File: src/rtl/sprite_fetch_arbiter.sv
// Round-robin arbiter sharing one sprite RAM read port; SPRITE_ARB_PRIO0_EN gives requester 0 fixed top priority.
// Latency: grant cycle N -> rsp_valid/rsp_data registered in cycle N+RD_LAT+1, one grant per cycle.
// Backpressure: req_ready is a combinational one-hot grant; ungranted requesters hold valid and address.
module sprite_fetch_arbiter #(
  parameter int NREQ   = 4,
  parameter int ADDR_W = 12,
  parameter int DATA_W = 24,
  parameter int RD_LAT = 1
) (
  input  logic                   Clk,
  input  logic                   Reset,
  input  logic [NREQ-1:0]        req_valid,
  input  logic [NREQ*ADDR_W-1:0] req_addr,
  output logic [NREQ-1:0]        req_ready,
  output logic [ADDR_W-1:0]      mem_addr,
  output logic                   mem_rd_en,
  input  logic [DATA_W-1:0]      mem_data,
  output logic [NREQ-1:0]        rsp_valid,
  output logic [DATA_W-1:0]      rsp_data,
  output logic                   busy
);

  localparam int IDX_W = $clog2(NREQ);

  // Modulo-NREQ increment that also wraps correctly for non-power-of-two NREQ.
  function automatic logic [IDX_W-1:0] wrap_inc(input logic [IDX_W-1:0] base, input int step);
    int sum;
    sum = int'(base) + step;
    if (sum >= NREQ) sum = sum - NREQ;
    return sum[IDX_W-1:0];
  endfunction

  logic [IDX_W-1:0] rr_ptr;
  logic [IDX_W-1:0] grant_idx;
  logic [IDX_W-1:0] cand;
  logic             grant_found;

  logic [RD_LAT-1:0] pipe_vld;
  logic [NREQ-1:0]   pipe_id [RD_LAT];

  always_comb begin
    grant_found = 1'b0;
    grant_idx   = '0;
    cand        = '0;
`ifdef SPRITE_ARB_PRIO0_EN
    if (req_valid[0]) begin
      grant_found = 1'b1;
    end
    // Requester 0 is excluded from the rotation; it never waits on rr_ptr.
    for (int k = 0; k < NREQ; k++) begin
      cand = wrap_inc(rr_ptr, k);
      if (!grant_found && cand != '0 && req_valid[cand]) begin
        grant_found = 1'b1;
        grant_idx   = cand;
      end
    end
`else
    for (int k = 0; k < NREQ; k++) begin
      cand = wrap_inc(rr_ptr, k);
      if (!grant_found && req_valid[cand]) begin
        grant_found = 1'b1;
        grant_idx   = cand;
      end
    end
`endif
    if (Reset) grant_found = 1'b0;
  end

  always_comb begin
    req_ready = '0;
    mem_addr  = '0;
    mem_rd_en = 1'b0;
    if (grant_found) begin
      req_ready[grant_idx] = 1'b1;
      mem_addr             = req_addr[int'(grant_idx)*ADDR_W +: ADDR_W];
      mem_rd_en            = 1'b1;
    end
  end

  always_ff @(posedge Clk) begin
    if (Reset) begin
      rr_ptr <= '0;
    end else if (grant_found) begin
`ifdef SPRITE_ARB_PRIO0_EN
      if (grant_idx != '0) rr_ptr <= wrap_inc(grant_idx, 1);
`else
      rr_ptr <= wrap_inc(grant_idx, 1);
`endif
    end
  end

  // Tag pipeline tracks the RAM latency so data and requester id line up.
  always_ff @(posedge Clk) begin
    if (Reset) begin
      pipe_vld  <= '0;
      for (int s = 0; s < RD_LAT; s++) pipe_id[s] <= '0;
      rsp_valid <= '0;
      rsp_data  <= '0;
    end else begin
      pipe_vld[0] <= grant_found;
      pipe_id[0]  <= req_ready;
      for (int s = 1; s < RD_LAT; s++) begin
        pipe_vld[s] <= pipe_vld[s-1];
        pipe_id[s]  <= pipe_id[s-1];
      end
      if (pipe_vld[RD_LAT-1]) begin
        rsp_valid <= pipe_id[RD_LAT-1];
        rsp_data  <= mem_data;
      end else begin
        rsp_valid <= '0;
      end
    end
  end

  assign busy = (|pipe_vld) | (|rsp_valid);

endmodule

File: config.mk
export PLATFORM = sky130hd
export DESIGN_NAME = sprite_fetch_arbiter
export DESIGN_NICKNAME = d
export VERILOG_FILES = /design/src/rtl/sprite_fetch_arbiter.sv
export SDC_FILE = /design/constraint.sdc
export NUM_CORES = 1
export LEC_CHECK = 0
export ABC_CLOCK_PERIOD_IN_PS = 3800
export BUFFER_PORTS_ARGS = -buffer_cell sky130_fd_sc_hd__buf_4
export CAP_MARGIN = 20
export CORE_ASPECT_RATIO = 0.9
export CORE_MARGIN = 2
export CORE_UTILIZATION = 25
export CTS_CLUSTER_DIAMETER = 120
export DETAILED_ROUTE_END_ITERATION = 10
export PLACE_DENSITY_LB_ADDON = 0.12
export SLEW_MARGIN = 0
export SYNTH_ARGS = -nofsm -noshare
export SYNTH_HDL_FRONTEND = slang
export SYNTH_SLANG_ARGS = --single-unit
File: constraint.sdc
create_clock -name Clk -period 3.8 [get_ports Clk]
set_input_delay 0.76 -clock Clk [delete_from_list [all_inputs] [get_ports Clk]]
set_output_delay 0.76 -clock Clk [all_outputs]
set_load 0.01 [all_outputs]
==> results of run 1 <==
-- placed cells by master, fill, tap and decap left out --
master	count
nor2b_1	1
and2_1	12
bufinv_16	1
a21oi_1	2
nor3_4	1
mux2i_1	50
nand2_2	2
nor4_2	1
nand2b_1	1
nor2_2	1
nor2_1	28
clkbuf_8	5
inv_1	3
clkbuf_1	1
nand2_1	1
o2bb2a_4	1
o21ai_2	1
buf_4	124
dfxtp_1	35
nor3_1	1
and3_1	1
o22ai_1	12
a21oi_2	1
a211oi_1	1
ha_1	4
inv_2	1
-- critical path, delay by kind of cell --
family	cells	cell delay, ps
compound gates	3	700
simple gates	1	140
buf+inv	3	400
fa+ha+maj	1	240
-- metal layers --
layer	part of all wire	track usage	vias to the layer above
li1	-	-	834
met5	0	0	-
met3	0.12	0.0488	8
met1	0.43	0.151	721
met2	0.44	0.173	76
met4	0.011	0.0448	0
-- cell families (layout without fill, tap and decap cells) --
group | after synthesis | in the layout | share of synthesized area
AO/OA/AOI/OAI | 18 | 18 | 0.0739
flip-flops | 35 | 35 | 0.398
buffers and inverters | 16 | 135 | 0.0710
adder cells (fa/ha/maj) | 4 | 4 | 0.0284
multiplexers | 50 | 50 | 0.284
AND/OR/NAND/NOR | 50 | 50 | 0.145
-- cell usage after synthesis (all sizes together) --
cell | n | area share
mux2i | 50 | 0.28
dfxtp | 35 | 0.40
nor2 | 29 | 0.063
and2 | 12 | 0.043
o22ai | 12 | 0.043
buf | 10 | 0.058
ha | 4 | 0.028
inv | 4 | 0.0085
a21oi | 3 | 0.011
nand2 | 3 | 0.0092
clkbuf | 2 | 0.0043
nor3 | 2 | 0.012
a211oi | 1 | 0.0043
and3 | 1 | 0.0036
nand2b | 1 | 0.0036
nor2b | 1 | 0.0036
nor4 | 1 | 0.0071
o21ai | 1 | 0.0050
o2bb2a | 1 | 0.011
-- flip-flops by register name, indices dropped and copies added (netlist names) --
name       cells
rsp_valid      4
rsp_data      24
pipe_id        4
rr_ptr         2
pipe_vld       1
-- cell type report --
type	count	area [µm²]	area share
inverters	4	15.0	0.00536
clock inverters	1	30.0	0.0107
repair buffers	124	931	0.332
multi-input cells	122	936	0.334
clock buffers	6	72.6	0.0259
flip-flops and latches	35	701	0.250
well taps	93	116	0.0415
-- power groups by stage --
stage                     sequential, mW  clock (mW)  combinational [mW]
final                              0.408       0.311               0.326
after global routing               0.411       0.344               0.354
after CTS                          0.408       0.324               0.332
after detailed placement           0.416           0               0.330
after global placement             0.416           0               0.331
after floorplan                    0.421           0               0.196
-- through the flow --
step,hold WS (ps),cells,utilization
after global routing,435,385,0.404
after global placement,418,378,0.389
after floorplan,406,173,-
after CTS,426,385,0.404
final,422,385,0.404
after detailed placement,421,378,0.389
-- worst paths after layout --
check / to / slack [ps] / depth (start not counted) / startpoint
setup / recovery: req_ready[0] / 800 / 8 / req_valid[0]
hold / removal: rsp_valid[2]$_SDFF_PP0_ / 420 / 1 / pipe_id[0][2]$_SDFF_PP0_
setup reg to reg: rr_ptr[1]$_SDFFE_PP0P_ / 2080 / 6 / rr_ptr[1]$_SDFFE_PP0P_
hold reg to reg: rsp_valid[2]$_SDFF_PP0_ / 420 / 1 / pipe_id[0][2]$_SDFF_PP0_
==> flow_summary.ini, run 1 <==
[clock_tree]
postCtsSetupBuffers = 0
cts_buffers = 5
clock_sinks = 35
tritoncts = built
cts_root_buf = clkbuf_8
clock_path_buffers = 2
clk_pin_slew_ps = 70
postCtsHoldBufs = 0
htreeDepth = 2
insertion_delay_ps = 280
cts_resized = 0

[yosys]
postSynthAreaPerCell_um2 = 10.2
synth_nets = 255
yosysWarningCount = 0
synthDistinctLibCells = 28
ys_seq_area_frac = 0.398
syn_inst = 173
ys_ff_latch = 35
syn_area_um2 = 1760

[worst_setup_path]
worstPathMaxFanout = 27
worstPathCellList = buf_4 > a21oi_2 > o21ai_2 > o2bb2a_4 > inv_1 > ha_1 > and2_1 > buf_4
cp_common_cell = buf_4
arrival_ps = 2240
cp-end-kind = primary output
cpPeakStageDelay_ps = 500
startpoint_type = primary input
critPathSlowestCell = o2bb2a_4
cp.required_ps = 3040
crit_type = in2out

[final_layout]
diodes = 0
syn_to_final_growth_pct = 59.0
drive_gt1_frac = 0.476
fin_nets = 374
num-fill-cells = 712
final_area_um2 = 2800

[global_route]
overflow = 0
grt_pass1_wl_um = 7310
antenna_found_initial = 0
grt_usage = 0.117
grt_pass1_vias = 1566
grt_max_degree = 30

[detailed_routing]
wl_per_cell_um = 12.2
ant_nets = 0
vias = 1639
via_per_inst = 4.26
drcViolationCount = 0
drtPass1Iterations = 2
routed_wl_um = 4680
first_iter_violations = 14

[sta]
finalSetupViolCount = 0
min_period_over_period = 0.789
hold_viol_final = 0
tightest_slew_ps = 512
setup_tns_ps = 0
clock.fmax_mhz = 333
drv_slew = 0
fin_ws_ps = 800
rsz0062_at_grt = no
slew-limit-headroom = 0.656
skew_ps = 10.5
fin_crit_ps = 3000

[power]
power_frac_comb = 0.312
power_mw = 1.04
p_int_mw = 0.766
switching_share = 0.267
p_per_area_nw_per_um2 = 373
p_leak_nw = 1.39
seqPwrFrac = 0.390
switching_power_mw = 0.279
ir_drop_mv = 0.189
clkPwrFrac = 0.297

[floorplan]
rows = 29
die-width_um = 92.5
io-pin-count = 124
initial_core_util = 0.254
fp.dieH_um = 83.6
die_area_um2 = 7730
fp.coreArea_um2 = 6930

[placed_design]
place_area_um2 = 2700
pre_cts_slack_ps = 779
io_buffers = 123
place.gp.congestion = 0.730
hpwl_um = 3710

[run_status]
outcome = finished clean

[flow_run]
drv_cap = 0

[min_path]
hold_class = reg2reg
No activity file was read; power rests on OpenSTA's default activity.
==> inputs of run 2 (changes only) <==
--- a/config.mk
+++ b/config.mk
@@ -5,7 +5,7 @@
 export SDC_FILE = /design/constraint.sdc
 export NUM_CORES = 1
 export LEC_CHECK = 0
-export ABC_CLOCK_PERIOD_IN_PS = 3800
+export ABC_CLOCK_PERIOD_IN_PS = 2900
 export BUFFER_PORTS_ARGS = -buffer_cell sky130_fd_sc_hd__buf_4
 export CAP_MARGIN = 20
 export CORE_ASPECT_RATIO = 0.9
==> constraint.sdc (replaced) <==
create_clock -name Clk -period 2.9 [get_ports Clk]
set_input_delay 0.58 -clock Clk [delete_from_list [all_inputs] [get_ports Clk]]
set_output_delay 0.58 -clock Clk [all_outputs]
set_load 0.01 [all_outputs]
==> run 2 against run 1 <==
Against the previous run:
- utilization rose by 0.54 points
- first-iteration DRC count increased to 3.5 times the previous value
- final area up 1.3%
- worst hold slack improved by 6.1 ps
- global-route usage is 0.95 points higher
- routed wire length up 3.5%
- clock skew is 8.8 ps lower
- combinational power grew 35%
- highest routed layer unchanged
- non-clock buffer count rose by 2
==> flow_summary.ini, run 2 (synthesized netlist as in run 1, its figures left out) <==
[sta]
skew_ps = 1.74
fin_crit_ps = 2590
finalSetupViolCount = 0
fin_hold_ws_ps = 428
rsz0062_at_grt = no
min_period_over_period = 0.892
clock.fmax_mhz = 386
drv_slew = 0
setup_tns_ps = 0
slew-limit-headroom = 0.722
tightest_slew_ps = 417
fin_ws_ps = 312
hold_viol_final = 0

[final_layout]
diodes = 0
num-fill-cells = 729
multi_input_area_um2 = 936
top_regs = rsp_data x24, pipe_id x4, rsp_valid x4
largest_reg_flops = 24
mostFrequentLayoutCells = 125 x buf_4, 50 x mux2i_1, 35 x dfxtp_1
drive_gt1_frac = 0.485
final_util = 0.410
syn_to_final_growth_pct = 61.2
fin_nets = 376
register_area_um2 = 701
layout_commonest_cell = buf_4
final_area_um2 = 2840
largest_register = rsp_data
fin_cells = 388

[worst_setup_path]
startpoint_type = flop
critPathSlowestCell = dfxtp_1
arrival_ps = 2010
cp.required_ps = 2320
cp-end-kind = primary output
r2r_cells = 7
cpPeakStageDelay_ps = 470
crit_type = reg2out
worstPathCellList = mux2i_1 > nor2_1 > nor3_4 > nand2_2 > o22ai_1 > buf_4
worstPathMaxFanout = 12

[placed_design]
pre_cts_slack_ps = 385
dp.cells = 380
hpwl_um = 3790
io_buffers = 123
place_area_um2 = 2730
place.gp.congestion = 0.791

[global_route]
grt_usage = 0.126
antenna_found_initial = 0
overflow = 0
grt_max_degree = 30
grt_pass1_wl_um = 7850
grt_pass1_vias = 1605

[power]
ir_drop_mv = 0.257
p_per_area_nw_per_um2 = 495
p_leak_nw = 1.41
power_mw = 1.40

[clock_tree]
cts_root_buf = clkbuf_8
postCtsSetupBuffers = 0
cts_buffers = 5
clock_path_buffers = 2
clock_sinks = 35
tritoncts = built
clk_pin_slew_ps = 70
cts_resized = 0
postCtsHoldBufs = 0
htreeDepth = 2
insertion_delay_ps = 280

[floorplan]
rows = 29
die_area_um2 = 7730
io-pin-count = 124
initial_core_util = 0.254
fp.dieH_um = 83.6
die-width_um = 92.5
fp.coreArea_um2 = 6930

[detailed_routing]
ant_nets = 0
top_layer = met4
routed_wl_um = 4850
wl_met3_um = 543
drtPass1Iterations = 4
wl_met2_um = 2000
wl_met1_um = 2280
via_per_inst = 4.21
wl_per_cell_um = 12.5
vias = 1634
first_iter_violations = 49
drcViolationCount = 0

[min_path]
whs_path_depth = 1
hold_class = reg2reg

[run_status]
outcome = finished clean

[flow_run]
drv_cap = 0
==> run 2: critical path: cells and delay by family (launching register included) <==
kind / cells / cell delay [ps]
flops: 1 / 470
buf+inv: 1 / 160
simple gates: 3 / 620
compound gates: 1 / 260
mux: 1 / 210
==> run 2: worst paths after layout <==
kind                             from                      end  slack [ps]
min          pipe_id[0][3]$_SDFF_PP0_  rsp_valid[3]$_SDFF_PP0_         430
min reg2reg  pipe_id[0][3]$_SDFF_PP0_  rsp_valid[3]$_SDFF_PP0_         430
max            rr_ptr[1]$_SDFFE_PP0P_              mem_addr[3]         310
max reg2reg    rr_ptr[1]$_SDFFE_PP0P_   rr_ptr[1]$_SDFFE_PP0P_        1200
==> run 2: area by class of cell <==
cell class                 count  area share
inverter                       4     0.00529
tap                           93      0.0410
multi-input combinational    122       0.330
sequential                    35       0.247
clock inverter                 3      0.0154
timing repair buffer         126       0.338
clock buffer                   5      0.0242
==> run 2: routing by layer <==
layer / GRT usage / vias to the layer above
met5: 0 / -
met2: 0.175 / 80
li1: - / 844
met1: 0.180 / 706
met3: 0.0542 / 4
met4: 0.0299 / 0
==> run 2: power breakdown <==
group	total, mW	internal, mW	switching, mW
sequential	0.534	0.514	0.0194
combinational	0.441	0.246	0.195
clock	0.429	0.256	0.174
total	1.40	1.02	0.388
==> inputs of run 3 (changes only) <==
--- a/config.mk
+++ b/config.mk
@@ -6,7 +6,7 @@
 export NUM_CORES = 1
 export LEC_CHECK = 0
 export ABC_CLOCK_PERIOD_IN_PS = 2900
-export BUFFER_PORTS_ARGS = -buffer_cell sky130_fd_sc_hd__buf_4
+export BUFFER_PORTS_ARGS = -buffer_cell sky130_fd_sc_hd__buf_2
 export CAP_MARGIN = 20
 export CORE_ASPECT_RATIO = 0.9
 export CORE_MARGIN = 2
==> run 3 against run 2 <==
Against the previous run:
- register-to-register slack is essentially flat
- first-iteration DRC count down 37%
- via count up 1.3%
- clock skew is 2.9 ps higher
- maximum frequency grew 0.85%
- sequential power barely moved
==> flow_summary.ini, run 3 (synthesized netlist as in run 1, its figures left out) <==
[clock_tree]
insertion_delay_ps = 280
cts_buffers = 5
cts_root_buf = clkbuf_8
postCtsSetupBuffers = 0
postCtsHoldBufs = 0
clk_pin_slew_ps = 70
cts_resized = 0
clock_path_buffers = 2
tritoncts = built
htreeDepth = 2
clock_sinks = 35

[sta]
clock.fmax_mhz = 390
finalSetupViolCount = 0
tightest_slew_ps = 401
setup_tns_ps = 0
fin_ws_ps = 334
hold_viol_final = 0
min_period_over_period = 0.885
skew_ps = 4.63
slew-limit-headroom = 0.733
fin_crit_ps = 2570
rsz0062_at_grt = no
drv_slew = 0

[final_layout]
mostFrequentLayoutCells = 123 x buf_2, 50 x mux2i_1, 35 x dfxtp_1
largest_reg_flops = 24
fin_nets = 377
final_area_um2 = 2540
drive_gt1_frac = 0.486
final_util = 0.367
diodes = 0
top_regs = rsp_data x24, pipe_id x4, rsp_valid x4
syn_to_final_growth_pct = 44.4
layout_commonest_cell = buf_2
largest_register = rsp_data

[min_path]
hold_path.startpoint = pipe_id[0][2]$_SDFF_PP0_
hold_class = reg2reg

[global_route]
antenna_found_initial = 0
grt_pass1_wl_um = 7180
grt_max_degree = 29
grt_pass1_vias = 1586
grt_usage = 0.115
overflow = 0

[floorplan]
fp.dieH_um = 83.6
die_area_um2 = 7730
die-width_um = 92.5
fp.coreArea_um2 = 6930
io-pin-count = 124
initial_core_util = 0.254
rows = 29

[run_status]
outcome = finished clean

[placed_design]
place_area_um2 = 2430
place.gp.congestion = 0.725
pre_cts_slack_ps = 378
hpwl_um = 3590
io_buffers = 123

[worst_setup_path]
worstPathMaxFanout = 12
crit_type = reg2out
cp-end-kind = primary output
cp.required_ps = 2320
r2r-start = rr_ptr[1]$_SDFFE_PP0P_
arrival_ps = 1990
startpoint = rr_ptr[1]$_SDFFE_PP0P_
startpoint_type = flop

[detailed_routing]
drcViolationCount = 0
first_iter_violations = 31
ant_nets = 0
via_per_inst = 4.25
drtPass1Iterations = 4
routed_wl_um = 4540
wl_per_cell_um = 11.7
vias = 1655

[power]
ir_drop_mv = 0.187
p_leak_nw = 1.35
p_per_area_nw_per_um2 = 535

[flow_run]
drv_cap = 0
==> run 3: cell types whose count changed in the layout (fill, tap and decap cells not counted) <==
| cell | change |
|---|---|
| buf_2 | +123 |
| buf_4 | -122 |
| clkbuf_8 | +1 |
| clkinv_4 | -1 |
==> run 3: where the power goes <==
part / total, mW / switching (mW) / internal (mW)
Combinational: 0.379 / 0.190 / 0.188
Sequential: 0.533 / 0.0184 / 0.514
Clock: 0.450 / 0.172 / 0.278
==> run 3: critical path, stage by stage, from the launching register on <==
cell	delay [ps]
dfxtp_1	470
mux2i_1	220
nor2_1	80
nor3_4	290
nand2_2	240
o22ai_1	240
buf_2	160
==> run 3: metrics by stage <==
step | instances | hold WS, ps | total power, mW
2_1_floorplan | 173 | 406 | 0.808
3_3_place_gp | 381 | 416 | 0.928
3_5_place_dp | 381 | 423 | 0.927
4_1_cts | 389 | 439 | 1.38
5_1_grt | 389 | 449 | 1.44
6_report | 389 | 433 | 1.36
==> run 3: cell type report <==
type                       instances  area, µm²
clock buffer                       6       82.6
clock inverter                     2       35.0
fill                             743       4390
inverter                           4       15.0
multi-input combinational        122        936
sequential                        35        701
tap                               93        116
timing repair buffer             127        658
==> run 3: worst paths after layout <==
path / to / slack, ps / depth (start not counted)
hold / removal: rsp_valid[2]$_SDFF_PP0_ / 430 / 1
setup / recovery: mem_addr[11] / 330 / 6
hold reg to reg: rsp_valid[2]$_SDFF_PP0_ / 430 / 1
setup reg to reg: rr_ptr[1]$_SDFFE_PP0P_ / 1210 / 7
==> run 3: layer usage <==
metal | vias up | routed length, µm | track usage
met5 | - | 0 | 0
met4 | 0 | 68 | 0.0407
met3 | 7 | 417 | 0.0352
met2 | 84 | 2010 | 0.184
met1 | 719 | 2050 | 0.147
li1 | 845 | - | -
